==> src/rtl/regbank_seq.sv <==
// Hardware fill/dump initiator for the 32x32 two-read/one-write register bank.
// FILL writes an arithmetic sequence; DUMP streams register pairs over valid/ready.
module regbank_seq #(
  parameter int AW = 5,
  parameter int DW = 32
) (
  input  logic          clk,
  input  logic          reset,
  input  logic          start,
  input  logic          mode,
  input  logic [AW-1:0] base_addr,
  input  logic [5:0]    count,
  input  logic [DW-1:0] fill_val,
  input  logic [DW-1:0] fill_step,
  output logic          busy,
  output logic          done,
  output logic [AW-1:0] rb_sr1,
  output logic [AW-1:0] rb_sr2,
  output logic [AW-1:0] rb_dr,
  output logic [DW-1:0] rb_wrdata,
  output logic          rb_write,
  input  logic [DW-1:0] rb_rdData1,
  input  logic [DW-1:0] rb_rdData2,
  output logic          out_valid,
  input  logic          out_ready,
  output logic [AW-1:0] out_addr1,
  output logic [DW-1:0] out_data1,
  output logic [AW-1:0] out_addr2,
  output logic [DW-1:0] out_data2,
  output logic          out_v2,
  output logic          out_last
);

  // state | meaning
  // IDLE  | waiting for start; command inputs captured on start
  // FILL  | one bank write per cycle, count cycles
  // DUMP  | reading pairs into the output register, waiting on out_ready
  // FIN   | one-cycle done pulse
  typedef enum logic [1:0] {S_IDLE, S_FILL, S_DUMP, S_FIN} state_t;

  localparam logic [5:0] CMAX = 6'(2 ** AW);

  state_t        state, state_nx;
  logic [AW-1:0] base_q;
  logic [5:0]    cnt_q;
  logic [5:0]    idx_q;
  logic [DW-1:0] acc_q;
  logic [DW-1:0] step_q;
  logic [5:0]    cnt_in;
  logic [5:0]    npairs;
  logic          accept;
  logic          out_fire;
  logic          load;

  assign cnt_in   = (count > CMAX) ? CMAX : count;
  assign npairs   = 6'((7'(cnt_q) + 7'd1) >> 1);
  assign accept   = (state == S_IDLE) && start;
  assign out_fire = out_valid && out_ready;
  assign load     = (state == S_DUMP) && (idx_q < npairs) && (!out_valid || out_ready);

  // Index doubles as write offset in FILL and pair number in DUMP.
  assign rb_dr     = base_q + AW'(idx_q);
  assign rb_wrdata = acc_q;
  assign rb_sr1    = base_q + AW'({idx_q, 1'b0});
  assign rb_sr2    = rb_sr1 + AW'(1);

  always_ff @(posedge clk or negedge reset) begin
    if (!reset) state <= S_IDLE;
    else        state <= state_nx;
  end

  always_comb begin
    state_nx = state;
    busy     = 1'b0;
    done     = 1'b0;
    rb_write = 1'b0;
    case (state)
      S_IDLE: begin
        if (start) begin
          if (cnt_in == 6'd0) state_nx = S_FIN;
          else if (mode)      state_nx = S_DUMP;
          else                state_nx = S_FILL;
        end
      end
      S_FILL: begin
        busy     = 1'b1;
        rb_write = 1'b1;
        if (idx_q == cnt_q - 6'd1) state_nx = S_FIN;
      end
      S_DUMP: begin
        busy = 1'b1;
        if (out_fire && out_last) state_nx = S_FIN;
      end
      S_FIN: begin
        done     = 1'b1;
        state_nx = S_IDLE;
      end
      default: state_nx = S_IDLE;
    endcase
  end

  always_ff @(posedge clk or negedge reset) begin
    if (!reset) begin
      base_q    <= '0;
      cnt_q     <= '0;
      idx_q     <= '0;
      acc_q     <= '0;
      step_q    <= '0;
      out_valid <= 1'b0;
      out_addr1 <= '0;
      out_data1 <= '0;
      out_addr2 <= '0;
      out_data2 <= '0;
      out_v2    <= 1'b0;
      out_last  <= 1'b0;
    end else begin
      if (accept) begin
        base_q <= base_addr;
        cnt_q  <= cnt_in;
        acc_q  <= fill_val;
        step_q <= fill_step;
        idx_q  <= '0;
      end else if (state == S_FILL) begin
        acc_q <= acc_q + step_q;
        idx_q <= idx_q + 6'd1;
      end else if (load) begin
        idx_q <= idx_q + 6'd1;
      end

      if (load) begin
        out_valid <= 1'b1;
        out_addr1 <= rb_sr1;
        out_addr2 <= rb_sr2;
        out_data1 <= rb_rdData1;
        out_data2 <= rb_rdData2;
        out_v2    <= ({idx_q, 1'b1} < {1'b0, cnt_q});
        out_last  <= (idx_q == npairs - 6'd1);
      end else if (out_fire) begin
        out_valid <= 1'b0;
        out_last  <= 1'b0;
      end
    end
  end

endmodule

==> config.mk <==
export PLATFORM = sky130hd
export DESIGN_NAME = regbank_seq
export DESIGN_NICKNAME = d
export VERILOG_FILES = /design/src/rtl/regbank_seq.sv
export SDC_FILE = /design/constraint.sdc
export NUM_CORES = 1
export LEC_CHECK = 0
export CORE_ASPECT_RATIO = 0.5
export CORE_MARGIN = 1
export CORE_UTILIZATION = 36
export CTS_CLUSTER_SIZE = 14
export DETAILED_ROUTE_END_ITERATION = 7
export PLACE_DENSITY_LB_ADDON = 0.08
export SLEW_MARGIN = 0
export SYNTH_ARGS = -nofsm -noshare
export SYNTH_HDL_FRONTEND = slang
export SYNTH_SLANG_ARGS = --single-unit
==> constraint.sdc <==
create_clock -name clk -period 7.4 [get_ports clk]
set_input_delay 0.74 -clock clk [delete_from_list [all_inputs] [get_ports clk]]
set_output_delay 0.74 -clock clk [all_outputs]
set_load 0.02 [all_outputs]
==> results.json, run 1 <==
{
  "critical_path_class": "reg -> reg",
  "synth_edf_count": 0,
  "ir_worst_vdd_mv": 0.1799,
  "antenna_cells": 0,
  "drc": 0,
  "slowest_stage": "a21oi_4",
  "areaGrowthSynthToFinish_pct": 39.28,
  "cts_hold_buf": 0,
  "die_w_um": 226.5,
  "relSlewSlack": 0.2151,
  "final_cell_mix": "366 x nand2_1, 269 x clkdlybuf4s50_1, 160 x dfrtp_1",
  "crit_chain": "ha_1 -> xnor2_1 -> ha_1 -> nor2b_1 -> o21ai_0 -> a31oi_1 -> o311ai_4 -> nand4b_4 -> a21oi_4 -> nor2_2 -> or3_1 -> a21oi_1",
  "cts_inserted_buffers": 17,
  "cts_max_level": 4,
  "grt_pass1_wl_um": 41160,
  "yosysWarnings": 0,
  "avgSynthCellArea_um2": 8.712,
  "clock_sinks": 160,
  "final_common_cell": "nand2_1",
  "synth_top_area_frac": 0.4415,
  "path_buf_inv": 0,
  "final_design_area_no_fill_mm2": 0.01263,
  "start_util": 0.3721,
  "dieArea_mm2": 0.02587,
  "clk_path_buf_depth": 2,
  "holdWs_ns": 0.3352,
  "place_congestion": 0.8236,
  "end_kind": "flip-flop",
  "portBuffers": 270,
  "vias": 8015,
  "grt_max_degree": 111,
  "async_flop_share": 1.000,
  "cts_root_buffer": "clkbuf_16",
  "antenna_found_initial": 0,
  "row_count": 40,
  "required_ns": 7.76,
  "outcome": "finished clean",
  "cpMostUsedCell": "ha_1",
  "placed_area_mm2": 0.01203,
  "layout-drive-gt1-share": 0.04472,
  "hold_viol_final": 0,
  "nets": 1486,
  "slew_violations": 0,
  "cts_resized": 0,
  "critPathMaxFanout": 45,
  "cp.depth": 12,
  "routed_via_density": 4.908,
  "arrival_ns": 4.36,
  "tightest_slew_ns": 1.175,
  "worstSkewPairLatency_ns": 0.45,
  "synth_area_mm2": 0.009069,
  "drt_pass1_iterations": 6,
  "final_cells": 1633,
  "grt_usage": 0.2038,
  "drv_cap": 0,
  "ioPinCount": 271,
  "cpPeakStageDelay_ns": 0.91,
  "coreArea_mm2": 0.02437,
  "dr.first_iter.drc_count": 465,
  "clock-skew-final_ns": 0.008468,
  "power_leakage_nw": 5.830,
  "setup_viol": 0,
  "cts_tree": "done",
  "crit_family": "compound AO/OA/AOI/OAI gates",
  "antenna_left": 0,
  "hp-class": "in -> async",
  "wl_um": 25830,
  "ys_types": 62,
  "dp_cells": 1601,
  "fmax_mhz": 250.2,
  "ys_top_cells_by_area": "dfrtp_1 44%, nand2_1 15%, ha_1 7.6%, xnor2_1 3.7%, o21ai_0 2.9%",
  "wl_per_cell_um": 15.82,
  "ys_ff_latch": 160,
  "yosys.area.top_type": "dfrtp_1",
  "grt_pass1_vias": 7975,
  "worst-r2r-cell-count": 12,
  "grt_overflow": 0,
  "cts.clk_slew.worst_paths_ns": 0.07,
  "detailed_place_hpwl_um": 18780,
  "cts_setup_buffers": 0,
  "period_needed_ns": 3.997,
  "ys_seq_area_frac": 0.4415,
  "p_per_area_mw_per_mm2": 549.2,
  "ys.flop_type": "dfrtp_1",
  "startpoint_type": "flip-flop",
  "grt_setup_unrepaired": "false",
  "fin_crit_sh": 0.5402,
  "netlist_instances": 1041,
  "synthesis.nets": 1243,
  "setup_tns_ns": 0,
  "die_height_um": 114.2
}
state kept, by name, summed over array words and instances (netlist names), 2 cells and up:
name and cells:
cnt_q 6, rb_wrdata 32, out_data1 32, out_data2 32, step_q 32, state 2
out_addr2 5, base_q 5, out_addr1 5, idx_q 6
cell families after synthesis:
family          share of synthesized area
fa+ha+maj                         0.08251
mux                               0.03146
xor+xnor                          0.05491
compound gates                     0.1301
simple gates                       0.2243
flops                              0.4415
buf+inv                           0.03518
path summary, 6_finish.rpt:
check	slack [ns]	startpoint	end
setup / recovery	3.40	cnt_q[0]$_DFFE_PN0P_	idx_q[4]$_DFFE_PN0P_
hold / removal	0.34	reset	rb_wrdata[7]$_DFFE_PN0P_
setup reg to reg	3.40	cnt_q[0]$_DFFE_PN0P_	idx_q[4]$_DFFE_PN0P_
hold reg to reg	0.47	out_data2[5]$_DFFE_PN0P_	out_data2[5]$_DFFE_PN0P_
max in group asynchronous	5.53	reset	out_data1[15]$_DFFE_PN0P_
min in group clk	0.47	out_data2[5]$_DFFE_PN0P_	out_data2[5]$_DFFE_PN0P_
cell usage after synthesis (17+ instances only):
master and n:
a21o_1 23, a21oi_1 49, clkbuf_1 33, dfrtp_1 160, ha_1 55, inv_1 28, mux2i_1 24, nand2_1 367
nand3_1 24, nor2_1 27, o21ai_0 52, xnor2_1 38, xor2_1 17
metrics by stage:
step	setup WS (ns)	total power (W)	utilization
final	3.403	0.006937	0.5182
after global routing	2.991	0.007500	0.5182
after CTS	3.347	0.007010	0.5182
after detailed placement	3.366	0.006055	0.4936
after global placement	3.524	0.005969	0.4936
after floorplan	4.464	0.004493	-
power breakdown:
| group | switching (W) | leakage [nW] | internal [W] |
|---|---|---|---|
| clock network | 0.000409 | 0.292 | 0.000510 |
| registers | 0.000328 | 1.97 | 0.00131 |
| logic | 0.00246 | 3.56 | 0.00192 |
cell type report:
type	count	area [um2]
multi-input cells	801	4756
fillers	2356	11740
repair buffers	275	2741
flip-flops and latches	160	4004
clock buffers	18	429.2
clock inverters	14	171.4
well taps	336	420.4
inverters	29	108.9
layer usage:
metal  global-route usage  part of all wire
met1               0.2630              0.47
met2               0.3376              0.47
met3              0.04362             0.045
met4              0.07477             0.019
met5                    0                 0
Power figures use the tool's default switching activity.
==> run 2, diff against run 1 <==
Clock period 7.4 ns to 4.1 ns, I/O delays scaled along.
==> results.json, run 2 (synthesis results as in run 1) <==
{
  "fin_util": 0.5197,
  "dr.first_iter.drc_count": 379,
  "pwr-share-comb": 0.631,
  "fmax_mhz": 294.0,
  "grt_pass1_wl_um": 41180,
  "cts_root_buffer": "clkbuf_16",
  "p_clk_frac": 0.134,
  "arrival_ns": 2.99,
  "antenna_cells": 0,
  "grt_max_degree": 111,
  "power_leakage_nw": 5.847,
  "place_congestion": 0.8420,
  "clk_path_buf_depth": 2,
  "dieArea_mm2": 0.02587,
  "grt_pass1_vias": 7901,
  "fin_ws_ns": 0.6990,
  "die_w_um": 226.5,
  "end_kind": "output pin",
  "required_ns": 3.69,
  "ir_worst_vdd_mv": 0.3618,
  "regArea_mm2": 0.004004,
  "relSlewSlack": 0.3048,
  "ioPinCount": 271,
  "final_common_cell": "nand2_1",
  "cts_resized": 0,
  "seqPwrFrac": 0.235,
  "worstSkewPairLatency_ns": 0.45,
  "power.internal_w": 0.006851,
  "period_needed_ns": 3.401,
  "tightest_slew_ns": 1.043,
  "outcome": "finished clean",
  "cts_hold_buf": 0,
  "grt_overflow": 0,
  "row_count": 40,
  "wl_per_cell_um": 15.85,
  "cts_tree": "done",
  "drc": 0,
  "hp-class": "in -> async",
  "critical_path_class": "reg -> out",
  "cts_max_level": 4,
  "areaGrowthSynthToFinish_pct": 39.68,
  "die_height_um": 114.2,
  "p_per_area_mw_per_mm2": 994.2,
  "fin_crit_sh": 0.8295,
  "grt_setup_unrepaired": "false",
  "p_switching_w": 0.005744,
  "layout-drive-gt1-share": 0.04615,
  "antenna_found_initial": 0,
  "drt_pass1_iterations": 4,
  "clock_sinks": 160,
  "final_cell_mix": "366 x nand2_1, 269 x clkdlybuf4s50_1, 160 x dfrtp_1",
  "setup_tns_ns": 0,
  "wl_um": 25920,
  "start_util": 0.3721,
  "portBuffers": 270,
  "vias": 8019,
  "antenna_left": 0,
  "cts_setup_buffers": 0,
  "nets": 1489,
  "cts.clk_slew.worst_paths_ns": 0.07,
  "grt_usage": 0.2030,
  "multiInputGateArea_mm2": 0.004756,
  "drv_cap": 0,
  "holdWs_ns": 0.04089,
  "routed_via_density": 4.902,
  "nFillCells": 2337,
  "dp_slack_ns": 0.7172,
  "detailed_place_hpwl_um": 18910,
  "cts_inserted_buffers": 17,
  "startpoint_type": "flip-flop",
  "coreArea_mm2": 0.02437,
  "clock-skew-final_ns": 0.007094,
  "critPathMaxFanout": 6,
  "setup_viol": 0,
  "switching_share": 0.4560,
  "slew_violations": 0,
  "hold_viol_final": 0
}
-- run 2: layout make-up --
cell class | instances | share of cell area
multi-input combinational | 801 | 0.3754
sequential | 160 | 0.3161
timing repair buffer | 278 | 0.2182
clock buffer | 21 | 0.03635
tap | 336 | 0.03319
clock inverter | 11 | 0.01215
inverter | 29 | 0.008593
-- run 2: per-layer routing --
metal / up-vias / track usage / part of all wire / wire (um)
met5: - / 0 / 0 / 0
met3: 23 / 0.03900 / 0.040 / 1043
met1: 3838 / 0.2673 / 0.48 / 12380
li1: 3997 / - / - / -
met2: 161 / 0.3393 / 0.47 / 12200
met4: 0 / 0.06126 / 0.012 / 300
-- run 2: power by group through the flow --
stage / logic [W] / registers, W / clock network (W)
2_1_floorplan: 0.00461 / 0.00350 / 0
3_3_place_gp: 0.00785 / 0.00297 / 0
4_1_cts: 0.00802 / 0.00297 / 0.00174
6_report: 0.00795 / 0.00295 / 0.00169
5_1_grt: 0.00872 / 0.00306 / 0.00179
3_5_place_dp: 0.00796 / 0.00299 / 0
-- run 2: worst max-delay path, cell delays in order, from the launching register on --
cell             delay (ns)
dfrtp_1                0.47
ha_1                   0.25
fa_1                   0.38
xor2_1                 0.35
nand3_1                0.15
xnor2_1                0.24
clkdlybuf4s50_1        0.71
-- run 2: worst paths after layout --
kind / depth (start not counted) / slack [ns] / to / startpoint
min in group clk: 2 / 0.47 / out_data1[25]$_DFFE_PN0P_ / out_data1[25]$_DFFE_PN0P_
worst max-delay path: 6 / 0.70 / rb_sr2[4] / idx_q[0]$_DFFE_PN0P_
max in group asynchronous: 2 / 3.04 / out_data1[4]$_DFFE_PN0P_ / reset
worst min register to register: 2 / 0.47 / out_data1[25]$_DFFE_PN0P_ / out_data1[25]$_DFFE_PN0P_
worst min-delay path: 1 / 0.04 / step_q[7]$_DFFE_PN0P_ / reset
worst max register to register: 10 / 0.71 / out_addr1[3]$_DFFE_PN0P_ / cnt_q[3]$_DFFE_PN0P_
-- run 2: per-stage QoR --
stage / area (um2) / power [W] / cells
after detailed placement: 12050 / 0.01096 / 1604
after floorplan: 9069 / 0.008109 / 1041
after CTS: 12670 / 0.01272 / 1636
final: 12670 / 0.01259 / 1636
after global placement: 12050 / 0.01082 / 1604
after global routing: 12670 / 0.01358 / 1636
==> run 3, diff against run 2 <==
Clock period 4.1 ns to 3.3 ns, I/O delays scaled along.
==> results.json, run 3 (synthesis results as in run 1) <==
{
  "antenna_cells": 0,
  "hp-class": "in -> reg",
  "power_leakage_nw": 5.898,
  "drv_cap": 0,
  "layout-drive-gt1-share": 0.05864,
  "cts_inserted_buffers": 17,
  "drt_pass1_iterations": 5,
  "final_cell_mix": "366 x nand2_1, 269 x clkdlybuf4s50_1, 159 x dfrtp_1",
  "start_util": 0.3721,
  "p_per_area_mw_per_mm2": 1227,
  "clk_path_buf_depth": 2,
  "dieArea_mm2": 0.02587,
  "cts_max_level": 4,
  "grt_pass1_wl_um": 41640,
  "dp_slack_ns": 0.05676,
  "cts_root_buffer": "clkbuf_16",
  "grt_setup_unrepaired": "false",
  "fmax_mhz": 318.1,
  "fin_crit_sh": 0.9525,
  "clock_sinks": 160,
  "vias": 8082,
  "portBuffers": 270,
  "grt_overflow": 0,
  "clock-skew-final_ns": 0.01405,
  "detailed_place_hpwl_um": 19580,
  "ir_worst_vdd_mv": 0.4539,
  "hold_viol_final": 0,
  "coreArea_mm2": 0.02437,
  "antenna_found_initial": 0,
  "arrival_ns": 2.81,
  "drc": 0,
  "relSlewSlack": 0.4764,
  "setup_viol": 0,
  "fin_ws_ns": 0.1566,
  "die_w_um": 226.5,
  "ioPinCount": 271,
  "critical_path_class": "reg -> out",
  "nFillCells": 2283,
  "critPathMaxFanout": 6,
  "grt_pass1_vias": 7978,
  "period_needed_ns": 3.143,
  "slew_violations": 0,
  "antenna_left": 0,
  "grt_max_degree": 76,
  "dr.first_iter.drc_count": 519,
  "startpoint_type": "flip-flop",
  "regArea_mm2": 0.004005,
  "nets": 1502,
  "multiInputGateArea_mm2": 0.004780,
  "areaGrowthSynthToFinish_pct": 40.62,
  "wl_um": 26030,
  "wl_per_cell_um": 15.78,
  "outcome": "finished clean",
  "end_kind": "output pin",
  "cts_tree": "done",
  "required_ns": 2.97,
  "row_count": 40,
  "setup_tns_ns": 0,
  "tightest_slew_ns": 0.7826,
  "cts.clk_slew.worst_paths_ns": 0.07,
  "worstSkewPairLatency_ns": 0.45,
  "die_height_um": 114.2,
  "grt_usage": 0.2051,
  "final_common_cell": "nand2_1",
  "routed_via_density": 4.901,
  "place_congestion": 0.8517
}
==> run 3: changes by cell type in the layout (fill, tap and decap cells not counted), sizes merged <==
cell	change
buf	+12
bufinv	-2
clkinv	+2
clkbuf	-1
clkinvlp	+1
dlygate4sd3	+1
==> run 3: power breakdown <==
group / switching (W) / leakage (nW) / internal [W]
Combinational: 0.00560 / 3.66 / 0.00446
Clock: 0.000854 / 0.267 / 0.00106
Sequential: 0.000727 / 1.97 / 0.00295
==> run 3: final cells by class <==
| class | instances | area share |
|---|---|---|
| flip-flops and latches | 160 | 0.3141 |
| multi-input cells | 801 | 0.3748 |
| clock buffers | 20 | 0.03503 |
| repair buffers | 291 | 0.2259 |
| inverters | 29 | 0.008536 |
| clock inverters | 12 | 0.008732 |
| well taps | 336 | 0.03297 |
==> run 3: timing repair <==
item	CTS	global route
endpoints found under the setup margin	0	64
hold buffers	1	0
setup buffers	0	3
endpoints found under the hold margin	72	0
gates resized for setup	0	6
==> run 3: layer usage <==
metal / routed length (um) / global-route usage / vias up
met5: 0 / 0 / -
li1: - / - / 4022
met1: 12150 / 0.2669 / 3850
met4: 422 / 0.06892 / 0
met2: 12290 / 0.3405 / 181
met3: 1166 / 0.04311 / 29
==> run 3: stage by stage <==
step           power [W]  instance area [um2]  std cells  utilization  hold slack, ns
6_report         0.01565                12750       1649       0.5232          0.4104
5_1_grt          0.01689                12750       1649       0.5232          0.4020
4_1_cts          0.01571                12700       1646       0.5211          0.3862
3_5_place_dp     0.01371                12130       1613       0.4978          0.4081
3_3_place_gp     0.01355                12130       1613       0.4978          0.3984
2_1_floorplan    0.01008                 9069       1041            -         0.03441
==> run 3: worst paths after layout <==
path | startpoint | to | slack, ns | cells past startpoint
max reg2reg | cnt_q[1]$_DFFE_PN0P_ | idx_q[4]$_DFFE_PN0P_ | 0.22 | 12
min reg2reg | out_data2[16]$_DFFE_PN0P_ | out_data2[16]$_DFFE_PN0P_ | 0.47 | 2
max in group asynchronous | reset | out_data1[0]$_DFFE_PN0P_ | 1.87 | 3
max | idx_q[0]$_DFFE_PN0P_ | rb_sr2[4] | 0.16 | 5
min | base_addr[3] | base_q[3]$_DFFE_PN0P_ | 0.41 | 3
min in group asynchronous | reset | rb_wrdata[7]$_DFFE_PN0P_ | 0.46 | 2
==> run 3: worst max-delay path, stage by stage (launching register included) <==
cell,delay (ns)
dfrtp_1,0.47
ha_1,0.24
fa_1,0.60
nand3_1,0.12
xnor2_1,0.22
clkdlybuf4s50_1,0.72
